**config.mk**
```make
export PLATFORM = sky130hd
export DESIGN_NAME = cordic_iter_engine
export DESIGN_NICKNAME = d
export VERILOG_FILES = /design/src/rtl/cordic_pkg.sv /design/src/rtl/cordic_atan_rom.sv /design/src/rtl/cordic_iter_engine.sv
export SDC_FILE = /design/constraint.sdc
export NUM_CORES = 1
export LEC_CHECK = 0
export BUFFER_PORTS_ARGS = -buffer_cell sky130_fd_sc_hd__buf_4
export CORE_AREA = 2 2 178 224
export CTS_BUF_LIST = sky130_fd_sc_hd__clkbuf_4
export DETAILED_ROUTE_END_ITERATION = 12
export DIE_AREA = 0 0 180 226
export PLACE_DENSITY = 0.53
export REMOVE_ABC_BUFFERS = 1
export SLEW_MARGIN = 5
export SYNTH_ARGS = -nofsm -noshare
export SYNTH_HDL_FRONTEND = slang
export SYNTH_HIERARCHICAL = 1
export SYNTH_SLANG_ARGS = --single-unit
```
**constraint.sdc**
```tcl
create_clock -name clk -period 8 [get_ports clk]
set_clock_uncertainty 0.2 [all_clocks]
set_input_delay 0.8 -clock clk [delete_from_list [all_inputs] [get_ports clk]]
set_output_delay 0.8 -clock clk [all_outputs]
set_load 0.01 [all_outputs]
```
**src/rtl/cordic_pkg.sv**
```systemverilog
`default_nettype none
// ============================================================================
// Module   : cordic_pkg
// Purpose  : Shared types and constants for the iterative CORDIC engine.
//            Controls the optional gain-compensation stage through the macro
//            CORDIC_GAIN_COMP_EN.
// Revision : 1.0 - initial release
// ============================================================================
package cordic_pkg;

   // Default datapath sizing
   localparam int DEF_WIDTH = 16;
   localparam int DEF_ITER  = 16;
   localparam int DEF_GUARD = 2;

   // +90 degrees in a 16-bit binary angle, full scale = 2*pi
   localparam logic [15:0] ANGLE_QUARTER = 16'h4000;

   // 1/1.64676 in Q1.15, the inverse of the accumulated CORDIC gain
   localparam logic [15:0] CORDIC_K = 16'h4DBA;

   typedef enum logic [1:0] {
      IDLE   = 2'd0,
      ROTATE = 2'd1,
      GAIN   = 2'd2,
      DONE   = 2'd3
   } state_t;

endpackage : cordic_pkg
`default_nettype wire

```
**src/rtl/cordic_atan_rom.sv**
```systemverilog
`default_nettype none
// ============================================================================
// Module   : cordic_atan_rom
// Purpose  : Arctangent table, entry i = round(atan(2^-i) * 2^16 / 2pi),
//            rescaled to WIDTH bits (values are truncated when WIDTH < 16).
// Revision : 1.0 - initial release
// ============================================================================
module cordic_atan_rom #(
   parameter int WIDTH = 16
) (
   input  logic [3:0]       i_addr,
   output logic [WIDTH-1:0] o_data
);

   logic [15:0] w_entry;

   // Table lookup at the native 16-bit angle scale
   always_comb begin
      w_entry = 16'h0000;
      case (i_addr)
         4'd0:    w_entry = 16'h2000;
         4'd1:    w_entry = 16'h12E4;
         4'd2:    w_entry = 16'h09FB;
         4'd3:    w_entry = 16'h0511;
         4'd4:    w_entry = 16'h028B;
         4'd5:    w_entry = 16'h0146;
         4'd6:    w_entry = 16'h00A3;
         4'd7:    w_entry = 16'h0051;
         4'd8:    w_entry = 16'h0029;
         4'd9:    w_entry = 16'h0014;
         4'd10:   w_entry = 16'h000A;
         4'd11:   w_entry = 16'h0005;
         4'd12:   w_entry = 16'h0003;
         4'd13:   w_entry = 16'h0001;
         4'd14:   w_entry = 16'h0001;
         default: w_entry = 16'h0000;
      endcase
   end

   if (WIDTH >= 16) begin : g_wide
      assign o_data = WIDTH'(w_entry) << (WIDTH - 16);
   end else begin : g_narrow
      assign o_data = w_entry[15 -: WIDTH];
   end

endmodule : cordic_atan_rom
`default_nettype wire

```
**src/rtl/cordic_iter_engine.sv**
```systemverilog
`default_nettype none
// ============================================================================
// Module   : cordic_iter_engine
// Purpose  : Iterative rotation-mode CORDIC, one micro-rotation per clock,
//            valid/ready on both sides, saturated x/y outputs.
//            Define CORDIC_GAIN_COMP_EN to add a gain-compensation state
//            (multiply by 0.60725) before saturation.
//            GUARD must be at least 1.
// Revision : 1.0 - initial release
// ============================================================================
module cordic_iter_engine
   import cordic_pkg::*;
#(
   parameter int WIDTH = DEF_WIDTH,
   parameter int ITER  = DEF_ITER,
   parameter int GUARD = DEF_GUARD
) (
   input  logic             clk,
   input  logic             reset,
   input  logic             in_valid,
   output logic             in_ready,
   input  logic [WIDTH-1:0] x_in,
   input  logic [WIDTH-1:0] y_in,
   input  logic [WIDTH-1:0] z_in,
   output logic             out_valid,
   input  logic             out_ready,
   output logic [WIDTH-1:0] x_out,
   output logic [WIDTH-1:0] y_out,
   output logic [WIDTH-1:0] z_out
);

   localparam int c_IW = WIDTH + GUARD;
   localparam logic signed [WIDTH-1:0] c_QUARTER = WIDTH'(1 << (WIDTH - 2));
   localparam logic [3:0] c_LAST = 4'(ITER - 1);
   localparam logic signed [c_IW-1:0] c_SMAX = c_IW'((64'sd1 <<< (WIDTH - 1)) - 64'sd1);
   localparam logic signed [c_IW-1:0] c_SMIN = c_IW'(-(64'sd1 <<< (WIDTH - 1)));

   state_t                  r_state;
   logic [3:0]              r_cnt;
   logic signed [c_IW-1:0]  r_x, r_y;
   logic signed [WIDTH-1:0] r_z;
   logic                    r_in_ready, r_out_valid;
   logic [WIDTH-1:0]        r_x_out, r_y_out, r_z_out;

   // Clamp the wide internal value into the WIDTH-bit signed output range
   function automatic logic [WIDTH-1:0] f_sat(input logic signed [c_IW-1:0] v);
      logic [WIDTH-1:0] r;
      if (v > c_SMAX)      r = {1'b0, {(WIDTH-1){1'b1}}};
      else if (v < c_SMIN) r = {1'b1, {(WIDTH-1){1'b0}}};
      else                 r = WIDTH'(v);
      return r;
   endfunction

   // ------------------------------------------------------------------------
   // Operand load with quadrant pre-rotation into [-90, +90] degrees
   // ------------------------------------------------------------------------
   logic signed [WIDTH-1:0] w_xs, w_ys, w_zs, w_z_load;
   logic signed [c_IW-1:0]  w_xe, w_ye, w_x_load, w_y_load;

   assign w_xs = x_in;
   assign w_ys = y_in;
   assign w_zs = z_in;
   assign w_xe = {{GUARD{w_xs[WIDTH-1]}}, w_xs};
   assign w_ye = {{GUARD{w_ys[WIDTH-1]}}, w_ys};

   // Fold angles beyond +/-90 degrees by a fixed quarter turn
   always_comb begin
      w_x_load = w_xe;
      w_y_load = w_ye;
      w_z_load = w_zs;
      if (w_zs > c_QUARTER) begin
         w_x_load = -w_ye;
         w_y_load = w_xe;
         w_z_load = w_zs - c_QUARTER;
      end else if (w_zs < -c_QUARTER) begin
         w_x_load = w_ye;
         w_y_load = -w_xe;
         w_z_load = w_zs + c_QUARTER;
      end
   end

   // ------------------------------------------------------------------------
   // Micro-rotation datapath
   // ------------------------------------------------------------------------
   logic [WIDTH-1:0]        w_atan;
   logic                    w_dpos;
   logic signed [c_IW-1:0]  w_xsh, w_ysh, w_x_next, w_y_next;
   logic signed [WIDTH-1:0] w_z_next;

   cordic_atan_rom #(.WIDTH(WIDTH)) u_atan_rom (
      .i_addr (r_cnt),
      .o_data (w_atan)
   );

   assign w_dpos   = ~r_z[WIDTH-1];
   assign w_xsh    = r_x >>> r_cnt;
   assign w_ysh    = r_y >>> r_cnt;
   assign w_x_next = w_dpos ? (r_x - w_ysh) : (r_x + w_ysh);
   assign w_y_next = w_dpos ? (r_y + w_xsh) : (r_y - w_xsh);
   assign w_z_next = w_dpos ? (r_z - $signed(w_atan)) : (r_z + $signed(w_atan));

`ifdef CORDIC_GAIN_COMP_EN
   // ------------------------------------------------------------------------
   // Gain compensation: round(v * K / 2^15)
   // ------------------------------------------------------------------------
   localparam int c_PW = c_IW + 17;
   localparam logic signed [c_PW-1:0] c_KX  = c_PW'({1'b0, CORDIC_K});
   localparam logic signed [c_PW-1:0] c_RND = c_PW'(1 << 14);

   logic signed [c_PW-1:0] w_xw, w_yw, w_xp, w_yp;
   logic signed [c_IW-1:0] w_xg, w_yg;

   assign w_xw = c_PW'(r_x);
   assign w_yw = c_PW'(r_y);
   assign w_xp = w_xw * c_KX + c_RND;
   assign w_yp = w_yw * c_KX + c_RND;
   assign w_xg = c_IW'(w_xp >>> 15);
   assign w_yg = c_IW'(w_yp >>> 15);
`endif

   // Control FSM with registered handshake flags and result registers
   always_ff @(posedge clk or negedge reset) begin
      if (!reset) begin
         r_state     <= IDLE;
         r_cnt       <= 4'd0;
         r_x         <= '0;
         r_y         <= '0;
         r_z         <= '0;
         r_in_ready  <= 1'b0;
         r_out_valid <= 1'b0;
         r_x_out     <= '0;
         r_y_out     <= '0;
         r_z_out     <= '0;
      end else begin
         case (r_state)
            IDLE: begin
               if (in_valid && r_in_ready) begin
                  r_x        <= w_x_load;
                  r_y        <= w_y_load;
                  r_z        <= w_z_load;
                  r_cnt      <= 4'd0;
                  r_in_ready <= 1'b0;
                  r_state    <= ROTATE;
               end else begin
                  r_in_ready <= 1'b1;
               end
            end
            ROTATE: begin
               r_x <= w_x_next;
               r_y <= w_y_next;
               r_z <= w_z_next;
               if (r_cnt == c_LAST) begin
                  r_cnt <= 4'd0;
`ifdef CORDIC_GAIN_COMP_EN
                  r_state <= GAIN;
`else
                  r_x_out     <= f_sat(w_x_next);
                  r_y_out     <= f_sat(w_y_next);
                  r_z_out     <= w_z_next;
                  r_out_valid <= 1'b1;
                  r_state     <= DONE;
`endif
               end else begin
                  r_cnt <= r_cnt + 4'd1;
               end
            end
            GAIN: begin
`ifdef CORDIC_GAIN_COMP_EN
               r_x_out     <= f_sat(w_xg);
               r_y_out     <= f_sat(w_yg);
               r_z_out     <= r_z;
               r_out_valid <= 1'b1;
               r_state     <= DONE;
`else
               r_state <= IDLE;
`endif
            end
            DONE: begin
               if (out_ready) begin
                  r_out_valid <= 1'b0;
                  r_in_ready  <= 1'b1;
                  r_state     <= IDLE;
               end
            end
            default: r_state <= IDLE;
         endcase
      end
   end

   assign in_ready  = r_in_ready;
   assign out_valid = r_out_valid;
   assign x_out     = r_x_out;
   assign y_out     = r_y_out;
   assign z_out     = r_z_out;

endmodule : cordic_iter_engine
`default_nettype wire

```
Word-level counts from Yosys, hierarchy flattened --
Memories as Yosys holds them, arrays and structs flattened. Index checks and enable logic that the tools add are counted.
Word-level totals: bits in writable memories 0, memories kept 1, bits in read-only memories 224, latch bits 0, bits in registers 108, input port bits 52, output and inout port bits 50
Memory list:
- (no name shown) | depth 16, width 14, read ports 1, clocked after Yosys merged registers in 0, wr ports 0, line cordic_atan_rom.sv:20 | case (i_addr)
Cells by class: $mul 0, equality and inequality tests 7, shifts and indexed selects 2, reduce and logical (&&, ||, !) cells 10, bitwise logic cells 0, div/mod/pow operators 0, $lt $le $gt $ge 6, add/sub/neg operators 11, mux-type cells 32
Operator list (number):
- $mux W18 | 8
- $mux W16 | 8
- $pmux W18 S2 | 2
- $add A18 B18 Y18 | 2
- $gt A18 B16 Y1 const B | 2
- $lt A18 B16 Y1 const B | 2
- $neg A16 Y18 | 2
- $sshr A18 B4 Y18 | 2
- $sub A18 B18 Y18 | 2
- $pmux W16 S2 | 1
- $add A16 B16 Y16 | 1
- $add A16 B16 Y16 const B | 1
- $gt A16 B16 Y1 const B | 1
- $lt A16 B15 Y1 const B | 1
- $sub A16 B16 Y16 | 1
- $sub A16 B16 Y16 const B | 1
- $mux W4 | 2
- $pmux W2 S4 | 1
- $pmux W4 S2 | 1
- $mux W2 | 3
- $ne A2 B2 Y1 const B | 3
- $reduce_and A2 Y1 | 3
- $reduce_and A3 Y1 | 2
- $reduce_bool A2 Y1 | 3
- 8 further kinds | 13

Depth between registers and ports, before layout --
Gate-level depths: netlist of run 1.
word-level depth 6, mapped depth 24

Modules after synthesis --
The synthesis of run 1 kept the hierarchy.
Modules (own cells, without submodules):
- cordic_iter_engine | area each 11029.3 µm², cells an instance 1368, sequential area each 2702.6 µm², times used 1
- cordic_atan_rom | area each 389.1 µm², cells an instance 52, sequential area each 0.0 µm², times used 1

Least setup slack after synthesis of run 1 --
OpenSTA, ideal clock, no wires.
kind register -> register, from register r_cnt[0], to register r_y_out[10] (netlist: y_out[10]), required time 7.667 ns, slack 2.407 ns, cell stages (with the launch flop) 20, data arrival time 5.260 ns, path buffers 4, path through dfrtp_1 buf_6 buf_6 buf_2 mux4_2 a222oi_1 and4_4 and2_1 nor2_1 xor2_1 ha_1 or3_1 o2111a_1 nor4_1 nor4_1 o211ai_1 nand4b_1 o31ai_2 buf_6 o32ai_2
Between the ends: cells in the longest elaborated chain, start to end 6, elaborated cells on any way between the ends 10, those cells by class add/sub (2); order compare (2); eq/ne (1); shift (1); mux (3); reduce/logical (1)
Ends and longest elaborated chain:
- start, declared | line cordic_iter_engine.sv:39 | logic [3:0] r_cnt;
- start signal, assigned | line cordic_iter_engine.sv:164 | r_cnt <= r_cnt + 4'd1;
- $sshr A18 B4 Y18 | line cordic_iter_engine.sv:96 | assign w_xsh = r_x >>> r_cnt;
- $add A18 B18 Y18 / $sub A18 B18 Y18 (equally long branches) | line cordic_iter_engine.sv:99 | assign w_y_next = w_dpos ? (r_y + w_xsh) : (r_y - w_xsh);
- $mux W18 | line cordic_iter_engine.sv:99
- $lt A18 B16 Y1 | line cordic_iter_engine.sv:49 | else if (v < c_SMIN) r = {1'b1, {(WIDTH-1){1'b0}}};
- $mux W16 | line cordic_iter_engine.sv:49
- $mux W16 | line cordic_iter_engine.sv:48 | if (v > c_SMAX) r = {1'b0, {(WIDTH-1){1'b1}}};
- end signal, assigned | line cordic_iter_engine.sv:158 | r_y_out <= f_sat(w_y_next);
- end, declared | line cordic_iter_engine.sv:43 | logic [WIDTH-1:0] r_x_out, r_y_out, r_z_out;
Parallel ways exist; a longest one is shown, timed or not. A chain may end at the register's enable or synchronous reset.

Worst setup path in the final report of run 1 --
from register r_cnt[0], to register r_y_out[1] (netlist: y_out[1])
Same word-level chain as after synthesis.

==> results of run 1 <==
[cell usage after synthesis, types with 5 or more instances]
cell type,number,area share (%)
nor3_1,22,0.96
o32ai_1,5,0.38
nand3_1,23,1.0
o311ai_0,7,0.54
o21a_1,19,1.2
or2_2,10,0.55
o31a_1,6,0.46
o21ai_0,137,6.0
o22ai_1,49,2.7
a21o_1,16,1.1
nor3b_1,6,0.39
a22oi_1,5,0.33
buf_1,5,0.16
mux4_2,21,4.1
or4_1,6,0.39
or3_1,16,0.88
mux2_2,27,2.7
xor2_1,39,3.0
mux2i_1,28,2.5
o211ai_1,21,1.4
and2_1,13,0.71
o31ai_1,7,0.46
mux4_1,5,1.2
clkbuf_1,64,2.1
nor2b_1,14,0.77
inv_1,41,1.3
buf_2,12,0.53
ha_1,64,7.0
and3_1,13,0.71
nand2b_1,19,1.0
a31oi_1,26,1.4
nor2_1,140,4.6
o32ai_2,11,1.6
nand2_1,167,5.5
nor4_1,9,0.49
xnor2_1,37,2.8
a211oi_1,10,0.66
a21boi_0,5,0.33
a21oi_1,90,3.9
a221o_1,6,0.53
dfrtp_1,108,24
buf_6,6,0.59
[per-layer routing]
layer  vias to the layer above  part of all wire [%]  track usage [%]
met3                        60                   3.6             2.58
met1                      5374                    43             23.0
met4                         0                   3.1             6.98
met2                       258                    50             32.6
li1                       5323                     -                -
met5                         -                     0                0
[flip-flops by register name (all words and copies together), names as in the netlist]
| signal | cells |
|---|---|
| out_valid | 1 |
| r_y | 18 |
| r_state | 2 |
| x_out | 16 |
| in_ready | 1 |
| z_out | 16 |
| r_z | 16 |
| r_x | 18 |
| y_out | 16 |
| r_cnt | 4 |
[path summary, 6_finish.rpt]
check / start / to / slack, ps / cells after the start
min in group clk: in_valid / in_ready / 210 / 2
min reg2reg: z_out[9] / z_out[9] / 300 / 2
max: r_cnt[0] / y_out[1] / 1410 / 17
max reg2reg: r_cnt[0] / y_out[1] / 1410 / 17
max in group asynchronous: reset / r_cnt[1] / 6260 / 2
min: reset / x_out[0] / 20 / 1
[through the flow]
stage,setup slack (ps),hold WS [ps]
CTS,1470,15.7
detailed placement,1550,263
floorplan,103,256
finish,1410,24.0
global route,1040,25.5
global placement,1610,262
[worst reg2reg max path: cells and delay by family, from the launching register on]
family / cells / cell delay, ps
flip-flops: 1 / 820
adder cells (fa/ha/maj): 1 / 370
XOR/XNOR: 2 / 450
multiplexers: 2 / 990
AO/OA/AOI/OAI: 8 / 2860
AND/OR/NAND/NOR: 4 / 760
[cell families after synthesis]
group	after synthesis	share of synthesized area, %
DFF	108	23.7
adders and majority gates	67	7.54
muxes	81	10.4
xor gates and xnor gates	79	6.31
other	1	0.0328
and+or+nand+nor	480	19.7
AOI/OAI and AO/OA	469	27.2
buffers and inverters	135	5.19
[area by class of cell]
type                       count  area (sq um)
sequential                   108          2710
tap                          498           623
multi-input combinational   1178          8150
timing repair buffer         122           916
clock inverter                 7          58.8
antenna                        3          7.51
inverter                      43           161
clock buffer                   9          67.6
fill                        4084         25900
[cells in the final DEF (no fill, tap or decap), types with 39 or more instances in the layout]
| cell type | instances |
|---|---|
| inv_1 | 41 |
| dfrtp_1 | 106 |
| o21ai_0 | 137 |
| buf_4 | 122 |
| nand2_1 | 167 |
| xor2_1 | 39 |
| ha_1 | 64 |
| a21oi_1 | 90 |
| o22ai_1 | 49 |
| nor2_1 | 138 |
==> flow_metrics.env, run 1 <==
export IMPL_synth_seq_cells=108
export IMPL_yosysWarnings=6
export IMPL_cts_root_buf="clkbuf_4"
export IMPL_core_area_sq_mm=0.0386
export IMPL_fin_crit_ps=6590
export IMPL_tightestPinTransition_ps=898
export IMPL_clk_latency_ps=590
export IMPL_grt_max_degree=78
export IMPL_grt_ovfl_total=0
export IMPL_rows=81
export IMPL_fin_area_sq_mm=0.0127
export IMPL_cp_num_buf_inv=0
export IMPL_holdBufCountCts=0
export IMPL_wl_per_cell_um=19.3
export IMPL_initial_core_util_pct=29.6
export IMPL_place_gp_congestion=0.915
export IMPL_first_pass_iters=5
export IMPL_timing_critical_path_mode_cell="o211ai_1"
export IMPL_grt_pass1_vias=10500
export IMPL_antenna_found_initial=2
export IMPL_max_clock_path_buffers=2
export IMPL_max_stage_delay_ps=820
export IMPL_setup_viol=0
export IMPL_synth_top_flop_cell="dfrtp_1"
export IMPL_timing_fmax_mhz=152
export IMPL_crit_fanout=27
export IMPL_syn_area_sq_mm=0.0114
export IMPL_cp_slowest_cell="dfrtp_2"
export IMPL_worst_ep_required_time_ps=8250
export IMPL_final_layout_size_suffix_gt1_share_pct=16.1
export IMPL_grt_setup_unrepaired="no"
export IMPL_hp_class="input port to asynchronous set/reset pin"
export IMPL_fin_cells=1968
export IMPL_synthCells=1420
export IMPL_drv_cap=0
export IMPL_placed_area_sq_mm=0.0126
export IMPL_seq_area_frac_synth_pct=23.7
export IMPL_grt_use_total_pct=18.5
export IMPL_die_w_um=180
export IMPL_slew_violations=0
export IMPL_cts_inserted_buffers=9
export IMPL_cts_sinks=108
export IMPL_avgSynthCellArea_sq_um=8.04
export IMPL_io_buffers=101
export IMPL_place_inst=1949
export IMPL_start_kind="flip-flop"
export IMPL_htreeDepth=3
export IMPL_drt_total_wl_um=38100
export IMPL_final_core_util_pct=32.9
export IMPL_tritoncts="yes"
export IMPL_post_cts_resized=0
export IMPL_grt_pass1_wl_um=59800
export IMPL_slew_headroom_pct=39.4
export IMPL_arrival_ps=6840
export IMPL_viasPerCell=5.60
export IMPL_antenna_left=0
export IMPL_drtIter0Drc=697
export IMPL_synth_edff_count=0
export IMPL_path_cells="mux4_1 > mux2_2 > a222oi_1 > and4_4 > and2_1 > nor2_1 > xor2_1 > ha_1 > a2111o_1 > o211ai_1 > a21oi_1 > o211ai_1 > nand3_1 > a41oi_1 > xor2_2 > a21oi_4 > o32ai_1"
export IMPL_tns_ps=0
export IMPL_area_growth_synth_to_final_pct=11.2
export IMPL_fp_dieH_um=226
export IMPL_crit_type="flip-flop to flip-flop"
export IMPL_cp_end_kind="flip-flop"
export IMPL_clk_pin_slew_worst_paths_ps=210
export IMPL_drc=0
export IMPL_post_cts_setup_buffers=0
export IMPL_die_area_sq_mm=0.0407
export IMPL_vias=11000
export IMPL_period_share_pct=82.4
export IMPL_cp_top_family="compound AO/OA/AOI/OAI gates"
export IMPL_yosysUniqueCellTypes=92
export IMPL_status="finished clean"
export IMPL_io_pins=102
export IMPL_nets=1581
export IMPL_dp_hpwl_um=28600
export IMPL_hold_viol=0
export IMPL_async_flop_share_pct=100
Power of run 1 is left out: the tool's default activity adds up to more than one toggle a clock period on the data nets, which glitch-free logic cannot reach.
==> run 2, diff against run 1 <==
==> constraint.sdc (replaced) <==
create_clock -name clk -period 6.65 [get_ports clk]
set_clock_uncertainty 0.2 [all_clocks]
set_input_delay 0.665 -clock clk [delete_from_list [all_inputs] [get_ports clk]]
set_output_delay 0.665 -clock clk [all_outputs]
set_load 0.01 [all_outputs]
==> flow_metrics.env, run 2 (synthesis results as in run 1) <==
export IMPL_status="finished clean"
export IMPL_grt_max_degree=61
export IMPL_max_clock_path_buffers=2
export IMPL_cts_inserted_buffers=9
export IMPL_fp_dieH_um=226
export IMPL_clk_latency_ps=600
export IMPL_path_cells="mux2_2 > mux2i_1 > a221o_1 > nand2_1 > o21ai_0 > ha_1 > and2_1 > and2_1 > a21oi_1 > xor2_1 > ha_1 > or3_1 > o21ai_0 > o21a_1 > o311ai_0 > o211ai_1 > xnor3_1 > a21oi_2 > o22ai_1"
export IMPL_multi_input_area_sq_mm=0.00815
export IMPL_worst_slack_ps=464
export IMPL_first_pass_iters=6
export IMPL_fin_crit_ps=6190
export IMPL_cp_end_kind="flip-flop"
export IMPL_fin_cells=1975
export IMPL_drv_cap=0
export IMPL_dp_slack_ps=468
export IMPL_grt_ovfl_total=0
export IMPL_arrival_ps=6450
export IMPL_placed_area_sq_mm=0.0126
export IMPL_tritoncts="yes"
export IMPL_drt_total_wl_um=38600
export IMPL_core_area_sq_mm=0.0386
export IMPL_period_share_pct=93.0
export IMPL_grt_pass1_vias=10900
export IMPL_layout_commonest_cell="nand2_1"
export IMPL_crit_type="flip-flop to flip-flop"
export IMPL_worst_ep_required_time_ps=6910
export IMPL_mostFrequentLayoutCells="nand2_1, nor2_1, o21ai_0"
export IMPL_antenna_found_initial=1
export IMPL_vias=11100
export IMPL_cp_slowest_cell="dfrtp_2"
export IMPL_clk_pin_slew_worst_paths_ps=210
export IMPL_max_stage_delay_ps=1010
export IMPL_tightestPinTransition_ps=954
export IMPL_ff_latch_area_sq_mm=0.00271
export IMPL_wl_per_cell_um=19.5
export IMPL_io_buffers=101
export IMPL_grt_setup_unrepaired="no"
export IMPL_grt_pass1_wl_um=60900
export IMPL_hp_class="input port to flip-flop"
export IMPL_hold_viol=0
export IMPL_dp_hpwl_um=29500
export IMPL_drc=0
export IMPL_setup_viol=0
export IMPL_top_regs="r_x (18), r_y (18)"
export IMPL_final_layout_size_suffix_gt1_share_pct=16.5
export IMPL_cts_root_buf="clkbuf_4"
export IMPL_slew_violations=0
export IMPL_place_inst=1957
export IMPL_tns_ps=0
export IMPL_area_growth_synth_to_final_pct=11.9
export IMPL_die_area_sq_mm=0.0407
export IMPL_viasPerCell=5.61
export IMPL_place_gp_congestion=0.943
export IMPL_slew_headroom_pct=36.4
export IMPL_fin_area_sq_mm=0.0128
export IMPL_crit_fanout=50
export IMPL_rows=81
export IMPL_fill_cells=4072
export IMPL_cts_sinks=108
export IMPL_nets=1590
export IMPL_io_pins=102
export IMPL_drtIter0Drc=728
export IMPL_antenna_left=0
export IMPL_htreeDepth=3
export IMPL_initial_core_util_pct=29.6
export IMPL_grt_use_total_pct=18.8
export IMPL_die_w_um=180
export IMPL_timing_fmax_mhz=162
export IMPL_start_kind="flip-flop"
## run 2: final timing paths
path	from	depth (start not counted)	end	slack [ps]
setup / recovery	r_cnt[1]	19	x_out[5]	460
hold / removal	in_valid	2	in_ready	90
setup reg to reg	r_cnt[1]	19	x_out[5]	460
hold reg to reg	z_out[0]	2	z_out[0]	300
max in group asynchronous	reset	3	in_ready	4440
min in group asynchronous	reset	2	x_out[2]	450
## run 2: worst max-delay path: cells and delay by family, from the launching register on
kind,cells,cell delay [ps]
AO/OA/AOI/OAI,9,2280
flip-flops,1,1010
multiplexers,2,730
adder cells (fa/ha/maj),2,400
XOR/XNOR,2,670
AND/OR/NAND/NOR,4,730
## run 2: layer usage
| layer | wire, um | part of all wire (%) | global-route usage, % |
|---|---|---|---|
| met5 | 0 | 0 | 0 |
| met4 | 1250 | 3.2 | 7.45 |
| met3 | 1290 | 3.4 | 2.08 |
| met2 | 19500 | 51 | 33.8 |
| met1 | 16500 | 43 | 23.0 |
## run 2: cell type report
class	count	share of cell area, %
multi-input cells	1178	63.8
flip-flops and latches	108	21.2
repair buffers	131	7.81
well taps	498	4.88
inverters	43	1.26
clock buffers	10	0.587
clock inverters	6	0.450
diodes	1	0.0196
## run 2: stage by stage
| step | hold slack, ps | utilization (%) |
|---|---|---|
| CTS | 41.2 | 33.1 |
| detailed placement | 264 | 32.7 |
| global placement | 263 | 32.7 |
| global route | 67.2 | 33.1 |
| floorplan | 169 | - |
| finish | 91.5 | 33.1 |
## run 2: timing repair
item,4_1_cts,5_1_grt
setup endpoints to repair,0,1
hold endpoints to repair,48,0
resized for setup,0,1
setup buffers,0,0
hold buffers,1,0
Power of run 2 is left out for the same reason.
